`src/rtl/id_stage.sv`:
```
// MIPS32 instruction decode stage: decodes the logic/shift subset, resolves
// operands from the register file with execute/memory bypass, and holds the
// result in a ready/valid issue register for the execute stage.
module id_stage (
  input  logic        clk,
  input  logic        rst,

  input  logic        inst_valid_i,
  input  logic [31:0] inst_i,
  output logic        inst_ready_o,
  input  logic        flush_i,

  output logic        re1_o,
  output logic [4:0]  raddr1_o,
  output logic        re2_o,
  output logic [4:0]  raddr2_o,
  input  logic [31:0] rdata1_i,
  input  logic [31:0] rdata2_i,

  input  logic        fwd_ex_wreg_i,
  input  logic [4:0]  fwd_ex_wd_i,
  input  logic [31:0] fwd_ex_wdata_i,
  input  logic        fwd_mem_wreg_i,
  input  logic [4:0]  fwd_mem_wd_i,
  input  logic [31:0] fwd_mem_wdata_i,

  output logic        out_valid_o,
  input  logic        out_ready_i,
  output logic [7:0]  aluop_o,
  output logic [2:0]  alusel_o,
  output logic [31:0] reg1_o,
  output logic [31:0] reg2_o,
  output logic [4:0]  wd_o,
  output logic        wreg_o,

  output logic        illegal_o,
  output logic [15:0] illegal_cnt_o
);

  // ALU operation codes
  localparam logic [7:0] ALUOP_NOP = 8'h00;
  localparam logic [7:0] ALUOP_AND = 8'h24;
  localparam logic [7:0] ALUOP_OR  = 8'h25;
  localparam logic [7:0] ALUOP_XOR = 8'h26;
  localparam logic [7:0] ALUOP_NOR = 8'h27;
  localparam logic [7:0] ALUOP_SLL = 8'h7C;
  localparam logic [7:0] ALUOP_SRL = 8'h02;
  localparam logic [7:0] ALUOP_SRA = 8'h03;

  // ALU result selectors
  localparam logic [2:0] ALUSEL_NOP   = 3'b000;
  localparam logic [2:0] ALUSEL_LOGIC = 3'b001;
  localparam logic [2:0] ALUSEL_SHIFT = 3'b010;

  // Primary opcodes
  localparam logic [5:0] OP_SPECIAL = 6'h00;
  localparam logic [5:0] OP_ANDI    = 6'h0C;
  localparam logic [5:0] OP_ORI     = 6'h0D;
  localparam logic [5:0] OP_XORI    = 6'h0E;
  localparam logic [5:0] OP_LUI     = 6'h0F;

  // SPECIAL function codes
  localparam logic [5:0] F_SLL  = 6'h00;
  localparam logic [5:0] F_SRL  = 6'h02;
  localparam logic [5:0] F_SRA  = 6'h03;
  localparam logic [5:0] F_SLLV = 6'h04;
  localparam logic [5:0] F_SRLV = 6'h06;
  localparam logic [5:0] F_SRAV = 6'h07;
  localparam logic [5:0] F_AND  = 6'h24;
  localparam logic [5:0] F_OR   = 6'h25;
  localparam logic [5:0] F_XOR  = 6'h26;
  localparam logic [5:0] F_NOR  = 6'h27;

  // Instruction fields
  logic [5:0]  op;
  logic [4:0]  rs;
  logic [4:0]  rt;
  logic [4:0]  rd;
  logic [4:0]  sa;
  logic [5:0]  funct;
  logic [15:0] imm;

  assign op    = inst_i[31:26];
  assign rs    = inst_i[25:21];
  assign rt    = inst_i[20:16];
  assign rd    = inst_i[15:11];
  assign sa    = inst_i[10:6];
  assign funct = inst_i[5:0];
  assign imm   = inst_i[15:0];

  // Read addresses always follow the rs/rt fields; only the enables vary
  assign raddr1_o = rs;
  assign raddr2_o = rt;

  // Resolved operand for one read port: $0 reads zero, then the youngest
  // in-flight result wins over the register file.
  function automatic logic [31:0] resolve(
    input logic [4:0]  addr,
    input logic [31:0] rdata,
    input logic        ex_wreg,
    input logic [4:0]  ex_wd,
    input logic [31:0] ex_wdata,
    input logic        mem_wreg,
    input logic [4:0]  mem_wd,
    input logic [31:0] mem_wdata
  );
    logic [31:0] val;
    if (addr == 5'd0)
      val = '0;
    else if (ex_wreg && (ex_wd == addr))
      val = ex_wdata;
    else if (mem_wreg && (mem_wd == addr))
      val = mem_wdata;
    else
      val = rdata;
    return val;
  endfunction

  logic [31:0] port1_val;
  logic [31:0] port2_val;

  // Operand resolution is independent of the read enables so decode can pick
  // whichever port it needs without a combinational loop through re1/re2.
  always_comb begin
    port1_val = resolve(rs, rdata1_i, fwd_ex_wreg_i, fwd_ex_wd_i, fwd_ex_wdata_i,
                        fwd_mem_wreg_i, fwd_mem_wd_i, fwd_mem_wdata_i);
    port2_val = resolve(rt, rdata2_i, fwd_ex_wreg_i, fwd_ex_wd_i, fwd_ex_wdata_i,
                        fwd_mem_wreg_i, fwd_mem_wd_i, fwd_mem_wdata_i);
  end

  logic [7:0]  dec_aluop;
  logic [2:0]  dec_alusel;
  logic [31:0] dec_reg1;
  logic [31:0] dec_reg2;
  logic [4:0]  dec_wd;
  logic        dec_wreg;
  logic        dec_illegal;
  logic        dec_re1;
  logic        dec_re2;

  // Instruction decode; anything unmatched falls through as an illegal NOP
  always_comb begin
    dec_aluop   = ALUOP_NOP;
    dec_alusel  = ALUSEL_NOP;
    dec_reg1    = '0;
    dec_reg2    = '0;
    dec_wd      = '0;
    dec_wreg    = 1'b0;
    dec_illegal = 1'b1;
    dec_re1     = 1'b0;
    dec_re2     = 1'b0;

    case (op)
      OP_SPECIAL: begin
        case (funct)
          F_AND, F_OR, F_XOR, F_NOR: begin
            case (funct)
              F_AND:   dec_aluop = ALUOP_AND;
              F_OR:    dec_aluop = ALUOP_OR;
              F_XOR:   dec_aluop = ALUOP_XOR;
              default: dec_aluop = ALUOP_NOR;
            endcase
            dec_alusel  = ALUSEL_LOGIC;
            dec_re1     = 1'b1;
            dec_re2     = 1'b1;
            dec_reg1    = port1_val;
            dec_reg2    = port2_val;
            dec_wd      = rd;
            dec_wreg    = 1'b1;
            dec_illegal = 1'b0;
          end
          F_SLL, F_SRL, F_SRA: begin
            if (rs == 5'd0) begin
              case (funct)
                F_SLL:   dec_aluop = ALUOP_SLL;
                F_SRL:   dec_aluop = ALUOP_SRL;
                default: dec_aluop = ALUOP_SRA;
              endcase
              dec_alusel  = ALUSEL_SHIFT;
              dec_re2     = 1'b1;
              dec_reg1    = port2_val;
              dec_reg2    = {27'b0, sa};
              dec_wd      = rd;
              dec_wreg    = 1'b1;
              dec_illegal = 1'b0;
            end
          end
          F_SLLV, F_SRLV, F_SRAV: begin
            if (sa == 5'd0) begin
              case (funct)
                F_SLLV:  dec_aluop = ALUOP_SLL;
                F_SRLV:  dec_aluop = ALUOP_SRL;
                default: dec_aluop = ALUOP_SRA;
              endcase
              // Shift value comes from rt, shift amount from rs
              dec_alusel  = ALUSEL_SHIFT;
              dec_re1     = 1'b1;
              dec_re2     = 1'b1;
              dec_reg1    = port2_val;
              dec_reg2    = port1_val;
              dec_wd      = rd;
              dec_wreg    = 1'b1;
              dec_illegal = 1'b0;
            end
          end
          default: ;
        endcase
      end
      OP_ANDI, OP_ORI, OP_XORI: begin
        case (op)
          OP_ANDI: dec_aluop = ALUOP_AND;
          OP_ORI:  dec_aluop = ALUOP_OR;
          default: dec_aluop = ALUOP_XOR;
        endcase
        dec_alusel  = ALUSEL_LOGIC;
        dec_re1     = 1'b1;
        dec_reg1    = port1_val;
        dec_reg2    = {16'b0, imm};
        dec_wd      = rt;
        dec_wreg    = 1'b1;
        dec_illegal = 1'b0;
      end
      OP_LUI: begin
        if (rs == 5'd0) begin
          dec_aluop   = ALUOP_OR;
          dec_alusel  = ALUSEL_LOGIC;
          dec_reg2    = {imm, 16'b0};
          dec_wd      = rt;
          dec_wreg    = 1'b1;
          dec_illegal = 1'b0;
        end
      end
      default: ;
    endcase
  end

  assign re1_o = dec_re1;
  assign re2_o = dec_re2;

  logic        valid_q;
  logic [7:0]  aluop_q;
  logic [2:0]  alusel_q;
  logic [31:0] reg1_q;
  logic [31:0] reg2_q;
  logic [4:0]  wd_q;
  logic        wreg_q;
  logic        illegal_q;
  logic [15:0] cnt_q;
  logic        accept;

  assign inst_ready_o = !valid_q || out_ready_i;
  assign accept       = inst_valid_i && inst_ready_o && !flush_i;

  // Issue register: reset > flush > accept > drain; payload only moves on accept
  always_ff @(posedge clk) begin
    if (rst) begin
      valid_q   <= 1'b0;
      aluop_q   <= ALUOP_NOP;
      alusel_q  <= ALUSEL_NOP;
      reg1_q    <= '0;
      reg2_q    <= '0;
      wd_q      <= '0;
      wreg_q    <= 1'b0;
      illegal_q <= 1'b0;
      cnt_q     <= '0;
    end else if (flush_i) begin
      valid_q   <= 1'b0;
      illegal_q <= 1'b0;
    end else if (accept) begin
      valid_q   <= 1'b1;
      aluop_q   <= dec_aluop;
      alusel_q  <= dec_alusel;
      reg1_q    <= dec_reg1;
      reg2_q    <= dec_reg2;
      wd_q      <= dec_wd;
      wreg_q    <= dec_wreg;
      illegal_q <= dec_illegal;
      if (dec_illegal && (cnt_q != 16'hFFFF))
        cnt_q <= cnt_q + 16'd1;
    end else begin
      if (out_ready_i)
        valid_q <= 1'b0;
      illegal_q <= 1'b0;
    end
  end

  assign out_valid_o   = valid_q;
  assign aluop_o       = aluop_q;
  assign alusel_o      = alusel_q;
  assign reg1_o        = reg1_q;
  assign reg2_o        = reg2_q;
  assign wd_o          = wd_q;
  assign wreg_o        = wreg_q && valid_q;
  assign illegal_o     = illegal_q;
  assign illegal_cnt_o = cnt_q;

endmodule
```
`config.mk`:
```
export PLATFORM = sky130hd
export DESIGN_NAME = id_stage
export DESIGN_NICKNAME = d
export VERILOG_FILES = /design/src/rtl/id_stage.sv
export SDC_FILE = /design/constraint.sdc
export NUM_CORES = 1
export LEC_CHECK = 0
export BUFFER_PORTS_ARGS = -buffer_cell sky130_fd_sc_hd__buf_4
export CAP_MARGIN = 10
export CORE_ASPECT_RATIO = 0.6
export CORE_MARGIN = 2
export CORE_UTILIZATION = 40
export CTS_BUF_LIST = sky130_fd_sc_hd__clkbuf_16
export DETAILED_ROUTE_END_ITERATION = 8
export MAX_ROUTING_LAYER = met4
export PLACE_DENSITY_LB_ADDON = 0.3
export SYNTH_ARGS = -nofsm -noshare
export SYNTH_HDL_FRONTEND = slang
export SYNTH_SLANG_ARGS = --single-unit
```
`constraint.sdc`:
```
create_clock -name clk -period 3.3 [get_ports clk]
set_input_delay 0.165 -clock clk [delete_from_list [all_inputs] [get_ports clk]]
set_output_delay 0.165 -clock clk [all_outputs]
set_load 0.005 [all_outputs]
```
# ---- Yosys cells after proc, flatten, opt, wreduce, memory -nomap -nowiden
# Cells that the tools add are included.
# Widths: inputs -> output; s select.
dict set report word_totals {
  reg_bits 99
  latchBits 0
  ram_bits 0
  rom_bits 0
  in_bits 177
  out_inout_bits 112
  word_cells 102
  memories 0
}
dict set report op_classes {
  addsub 1
  n_mul 0
  div 0
  magnitude_cmp 0
  n_eq_ne 18
  shift 0
  mux 47
  n_bitwise 2
  reduce_logical 25
}
# operator count
set ops {}
lappend ops {{$mux 32} 10}
lappend ops {{$pmux 32 s3} 3}
lappend ops {{$pmux 32 s2} 1}
lappend ops {{$pmux 7 s3} 2}
lappend ops {{$pmux 5 s3} 2}
lappend ops {{$pmux 7 s2} 2}
lappend ops {{$eq 6x4->1 const B} 4}
lappend ops {{$eq 6x6->1 const B} 4}
lappend ops {{$eq 5x5->1} 4}
lappend ops {{$mux 5} 4}
lappend ops {{$eq 6x3->1 const B} 3}
lappend ops {{$pmux 2 s3} 3}
lappend ops {{$add 16x1->16 const B} 1}
lappend ops {{$ne 16x16->1 const B} 1}
lappend ops {{$logic_not 5->1} 3}
lappend ops {{$mux 7} 2}
lappend ops {{$eq 6x2->1 const B} 2}
lappend ops {{$logic_not 6->1} 2}
lappend ops {{$pmux 1 s3} 4}
lappend ops {{$reduce_or 3->1} 4}
lappend ops {{$logic_and 1x1->1} 8}
lappend ops {{$mux 1} 8}
lappend ops {{$mux 6} 1}
lappend ops {{$mux 2} 2}
lappend ops {{10 further kinds} 13}

# ---- Longest topological paths before layout
dict set report depth {
  ltp_word 8
  mapped_depth 9
  depth_no_buf 7
}

# ---- Worst setup path before layout
# OpenSTA, ideal clock, no wires.
dict set report synth_path {
  path_kind {reg-to-reg}
  startpoint {reg valid_q (netlist: out_valid_o)}
  endpoint {reg cnt_q[6] (netlist: illegal_cnt_o[6])}
  setup_time_ns 0.071
  arrival_ns 2.163
  required_time_ns 3.229
  slack_ns 1.066
  stages_incl_launch_ff 9
  n_path_buf 3
  synth_period_minus_slack_ns 2.234
  path_cell_list {dfxtp_1 -> nor2b_1 -> clkbuf_1 -> or2_0 -> clkbuf_1 -> or4_1 -> clkbuf_1 -> or4_1 -> a21oi_1}
}
dict set report synth_between {
  elab_chain_len 5
}
# element line
set synth_lines {}
lappend synth_lines {{start, declared} 240} ;# logic valid_q;
lappend synth_lines {{start signal, assigned} 257} ;# valid_q <= 1'b0;
lappend synth_lines {{start signal, assigned} 267} ;# valid_q <= 1'b0;
lappend synth_lines {{start signal, assigned} 270} ;# valid_q <= 1'b1;
lappend synth_lines {{$logic_not 1->1} 251} ;# assign inst_ready_o = !valid_q || out_ready_i;
lappend synth_lines {{$logic_or 1x1->1} 251}
lappend synth_lines {{$logic_and 1x1->1 (2 in a row)} 252} ;# assign accept = inst_valid_i && inst_ready_o && !flush_i;
lappend synth_lines {{$reduce_and 3->1 (no source line)} n/a}
lappend synth_lines {{end signal, assigned} 279} ;# cnt_q <= cnt_q + 16'd1;
lappend synth_lines {{end, declared} 248} ;# logic [15:0] cnt_q;
# Every way passes these cells.
# A chain may end at the register's enable or synchronous reset.

# ---- Final worst setup path
dict set report layout_path {
  startpoint {in flush_i}
  endpoint {reg cnt_q[6] (netlist: illegal_cnt_o[6])}
}
dict set report layout_between {
  elab_chain_len 3
  elab_cells_between_ends 4
  cone_classes {bitwise (1); reduce/logical (3)}
}
# element line
set layout_lines {}
lappend layout_lines {{start, declared} 11} ;# input logic flush_i,
lappend layout_lines {{$logic_not 1->1} 252}
lappend layout_lines {{$logic_and 1x1->1} 252}
lappend layout_lines {{$reduce_and 3->1 (no source line) *} n/a}
# Every way passes the cells marked *; elsewhere a longest branch is shown, timed or not.

==> run metrics <==
Final Util 0.570; average wire per standard cell 22.3 µm; slowest stage cell, crit path or4_1; ant diodes 0; Clock Skews roughly 0.0066 ns; Startpoint Class input pin; critical path class in2reg; Yosys warning count 0; Post-DP HPWL 23900 µm; Max FO, Critical Path 20; initial antenna violation count 0; first-pass GRT wire length 46300 µm; top_reg_cell synth dfxtp_1; DRC 0; CTS tree done; clk buf depth 2; gr ovfl total 0; Hold Crit Class in2reg; Placement Cell Area 9090 µm²; Most Crowded Layer GR met1; number of clock buffers inserted by TritonCTS 9; r2r worst-path depth 8; pwr/cell area approximately 310 nW/µm²; worst IR drop on VDD around 0.22 mV; Final GP Congestion 0.979; Filler cells 1613; crit share post-route 0.832; Total GRT Usage 0.340; Worst Tran Pin Value 1.26 ns; drt first-iter violations 993; share of cells above drive strength 1 0.295; DRT antenna net count 0; area grow syn2layout 37.6%; cell mode on critical path or4_1; delay of the slowest critical-path stage 0.75 ns; placed insts 1390; Final #Nets 1352; mapped cell area slightly below 7000 µm²; number of global-route vias before repair 7743; die height around 110 µm; core region area 16500 µm²; Routed WL about 31000 µm; Avg Cell Area, Syn 7.21 µm²; die area about 18000 µm²; H-tree Lvls 3; GR Layer Usage met2 0.472; Final Instance Area 9400 µm²; RSZ-0062 raised after global routing no; WHS roughly 0.071 ns; CP required between 3 and 4 ns; post-layout minimum cycle time between 2 and 3 ns; # setup viols final 0; Worst EP arrival approximately 3.0 ns; crit path to illegal_cnt_o[6]; r2r endpoint illegal_cnt_o[12]; clk root buf clkbuf_16; Reg2Reg Setup Slack roughly 0.82 ns; Crit. End Element flop; drt pass-1 iters 5; Peak Freq 364 MHz; vias per inst 6.19; die width 173 µm; Worst-Skew Late Latency about 0.35 ns; # rows 36; Leakage about 3.7 nW; critical-path cell list dlygate4sd3_1 > buf_4 > nand2b_1 > or2_2 > or4_1 > or4_1 > a21oi_1; Post-synth ARST share 0; CTS clk-pin slew, worst paths 0.08 ns; Seq cells post-synth 94; run status complete, no violations; number of flops mapped to enable cells by yosys 0; post-synthesis sequential area ratio 0.275; max-cap violation count 0; Slew headroom 0.161; TNS Setup 0 ns; num ports between 200 and 300; CTS sink cnt 94; reg2reg start out_valid_o; Netlist cell types 57; cell count after synthesis between 900 and 1k; non-filler cells, final between 1k and 1.5k; Fin. Hold Viols 0; largest net degree at the start of global routing 69; I/O Buffers 286; CP startpoint flush_i; Initial Util 0.415; via count just under 9k; met3 Usage GRT 0.0974; GR Layer Usage met1 0.484; Slew Viols, Final 0
-- flip-flops by register name (all words and copies together) (netlist names) --
| name | cells |
|---|---|
| alusel_o | 2 |
| out_valid_o | 1 |
| illegal_o | 1 |
| wreg_q | 1 |
| reg2_o | 32 |
| illegal_cnt_o | 16 |
| reg1_o | 32 |
| wd_o | 5 |
| aluop_o | 4 |
-- through the flow --
step | power [mW] | setup slack (ns)
after detailed placement | 1.82 | 0.588
after floorplan | 1.46 | 1.07
final | 2.92 | 0.555
after global placement | 1.82 | 0.640
after global routing | 3.01 | 0.418
after CTS | 2.91 | 0.571
-- worst max-delay path, delay by kind of cell --
kind / cells / cell delay, ns
compound gates: 1 / 0.14
buf+inv: 2 / 0.67
simple gates: 4 / 2.03
-- metal layers --
metal / share of wire / routed length [µm]
met5: 0 / 0
met4: 0.014 / 450
met3: 0.13 / 3990
met2: 0.42 / 13100
met1: 0.44 / 13800
-- logic make-up (layout without fill, tap and decap cells) --
group	count (synthesis)	count (layout)	synth area share
simple gates	411	411	0.287
compound gates	295	295	0.314
buf+inv	105	335	0.0663
flops	94	94	0.275
xor+xnor	31	31	0.0397
mux	10	10	0.0148
fa+ha+maj	1	1	0.00183
other cells	1	2	0.000549
-- synthesized netlist by cell type (4+ instances only) --
| cell | count | area (µm²) |
|---|---|---|
| or3_1 | 39 | 244 |
| clkbuf_1 | 79 | 297 |
| xnor2_1 | 26 | 228 |
| nor2_1 | 156 | 586 |
| nand2b_1 | 4 | 25.0 |
| mux2i_1 | 9 | 90.1 |
| or2_2 | 6 | 37.5 |
| a21oi_1 | 64 | 320 |
| o32a_1 | 14 | 140 |
| a22oi_1 | 17 | 128 |
| or4_1 | 5 | 37.5 |
| nand4_1 | 10 | 62.6 |
| a211oi_1 | 52 | 390 |
| dfxtp_1 | 94 | 1880 |
| a311oi_1 | 26 | 228 |
| nand2_1 | 68 | 255 |
| a32oi_1 | 5 | 43.8 |
| nor3_1 | 29 | 145 |
| nor4_1 | 13 | 81.3 |
| buf_4 | 15 | 113 |
| nand3_1 | 57 | 285 |
| xor2_1 | 5 | 43.8 |
| o31a_1 | 17 | 149 |
| o22ai_1 | 20 | 125 |
| o211ai_1 | 9 | 67.6 |
| o2bb2ai_1 | 5 | 43.8 |
| a311o_1 | 8 | 80.1 |
| inv_1 | 6 | 22.5 |
| o21ai_0 | 22 | 110 |
| a22o_1 | 6 | 52.6 |
| a211o_1 | 16 | 140 |
| o311ai_0 | 4 | 35.0 |
-- worst min-delay path by stage --
stage | startpoint | end | slack, ns | cells after the start
after floorplan | flush_i | out_valid_o | 0.24 | 1
after global placement | flush_i | out_valid_o | 0.35 | 2
after detailed placement | flush_i | out_valid_o | 0.34 | 2
after CTS | inst_i[14] | wd_o[3] | 0.06 | 2
after global routing | inst_i[14] | wd_o[3] | 0.07 | 2
final | inst_i[14] | wd_o[3] | 0.07 | 2
-- area by class of cell --
type                       instances  area, µm²  share of cell area
clock buffer                       9        225              0.0239
clock inverter                     7       80.1             0.00852
inverter                           6       22.5             0.00239
multi-input combinational        750       4540               0.483
sequential                        94       1880               0.200
tap                              228        285              0.0303
timing repair buffer             313       2360               0.251
-- power breakdown --
group | internal [mW] | leakage, nW | switching [mW]
sequential | 1.16 | 0.763 | 0.0193
combinational | 0.283 | 2.76 | 0.350
clock | 0.598 | 0.143 | 0.503
total | 2.04 | 3.67 | 0.872
-- repair_timing --
item                                   CTS  global route
setup buffers                            0             0
hold buffers                             1             0
resized for setup                        0             0
endpoints found under the hold margin    1             0
-- layout by cell type (no fill, tap or decap), types with 5 or more instances in the layout --
master,synthesis,final
o31a_1,17,17
a311o_1,8,8
or2_2,6,7
buf_4,15,311
a32oi_1,5,5
o22ai_1,20,20
o211ai_1,9,9
inv_1,6,6
a22oi_1,17,17
xor2_1,5,5
a211oi_1,52,52
a211o_1,16,16
mux2i_1,9,9
or3_1,39,39
dfxtp_1,94,94
a311oi_1,26,26
clkbuf_16,0,9
nand4_1,10,10
a21oi_1,64,64
o32a_1,14,14
nand3_1,57,57
xnor2_1,26,24
nor2_1,156,155
nor4_1,13,13
or4_1,5,5
nor3_1,29,29
o21ai_0,22,21
nand2_1,68,68
o2bb2ai_1,5,5
a22o_1,6,6
No activity file was read; power rests on OpenSTA's default activity.
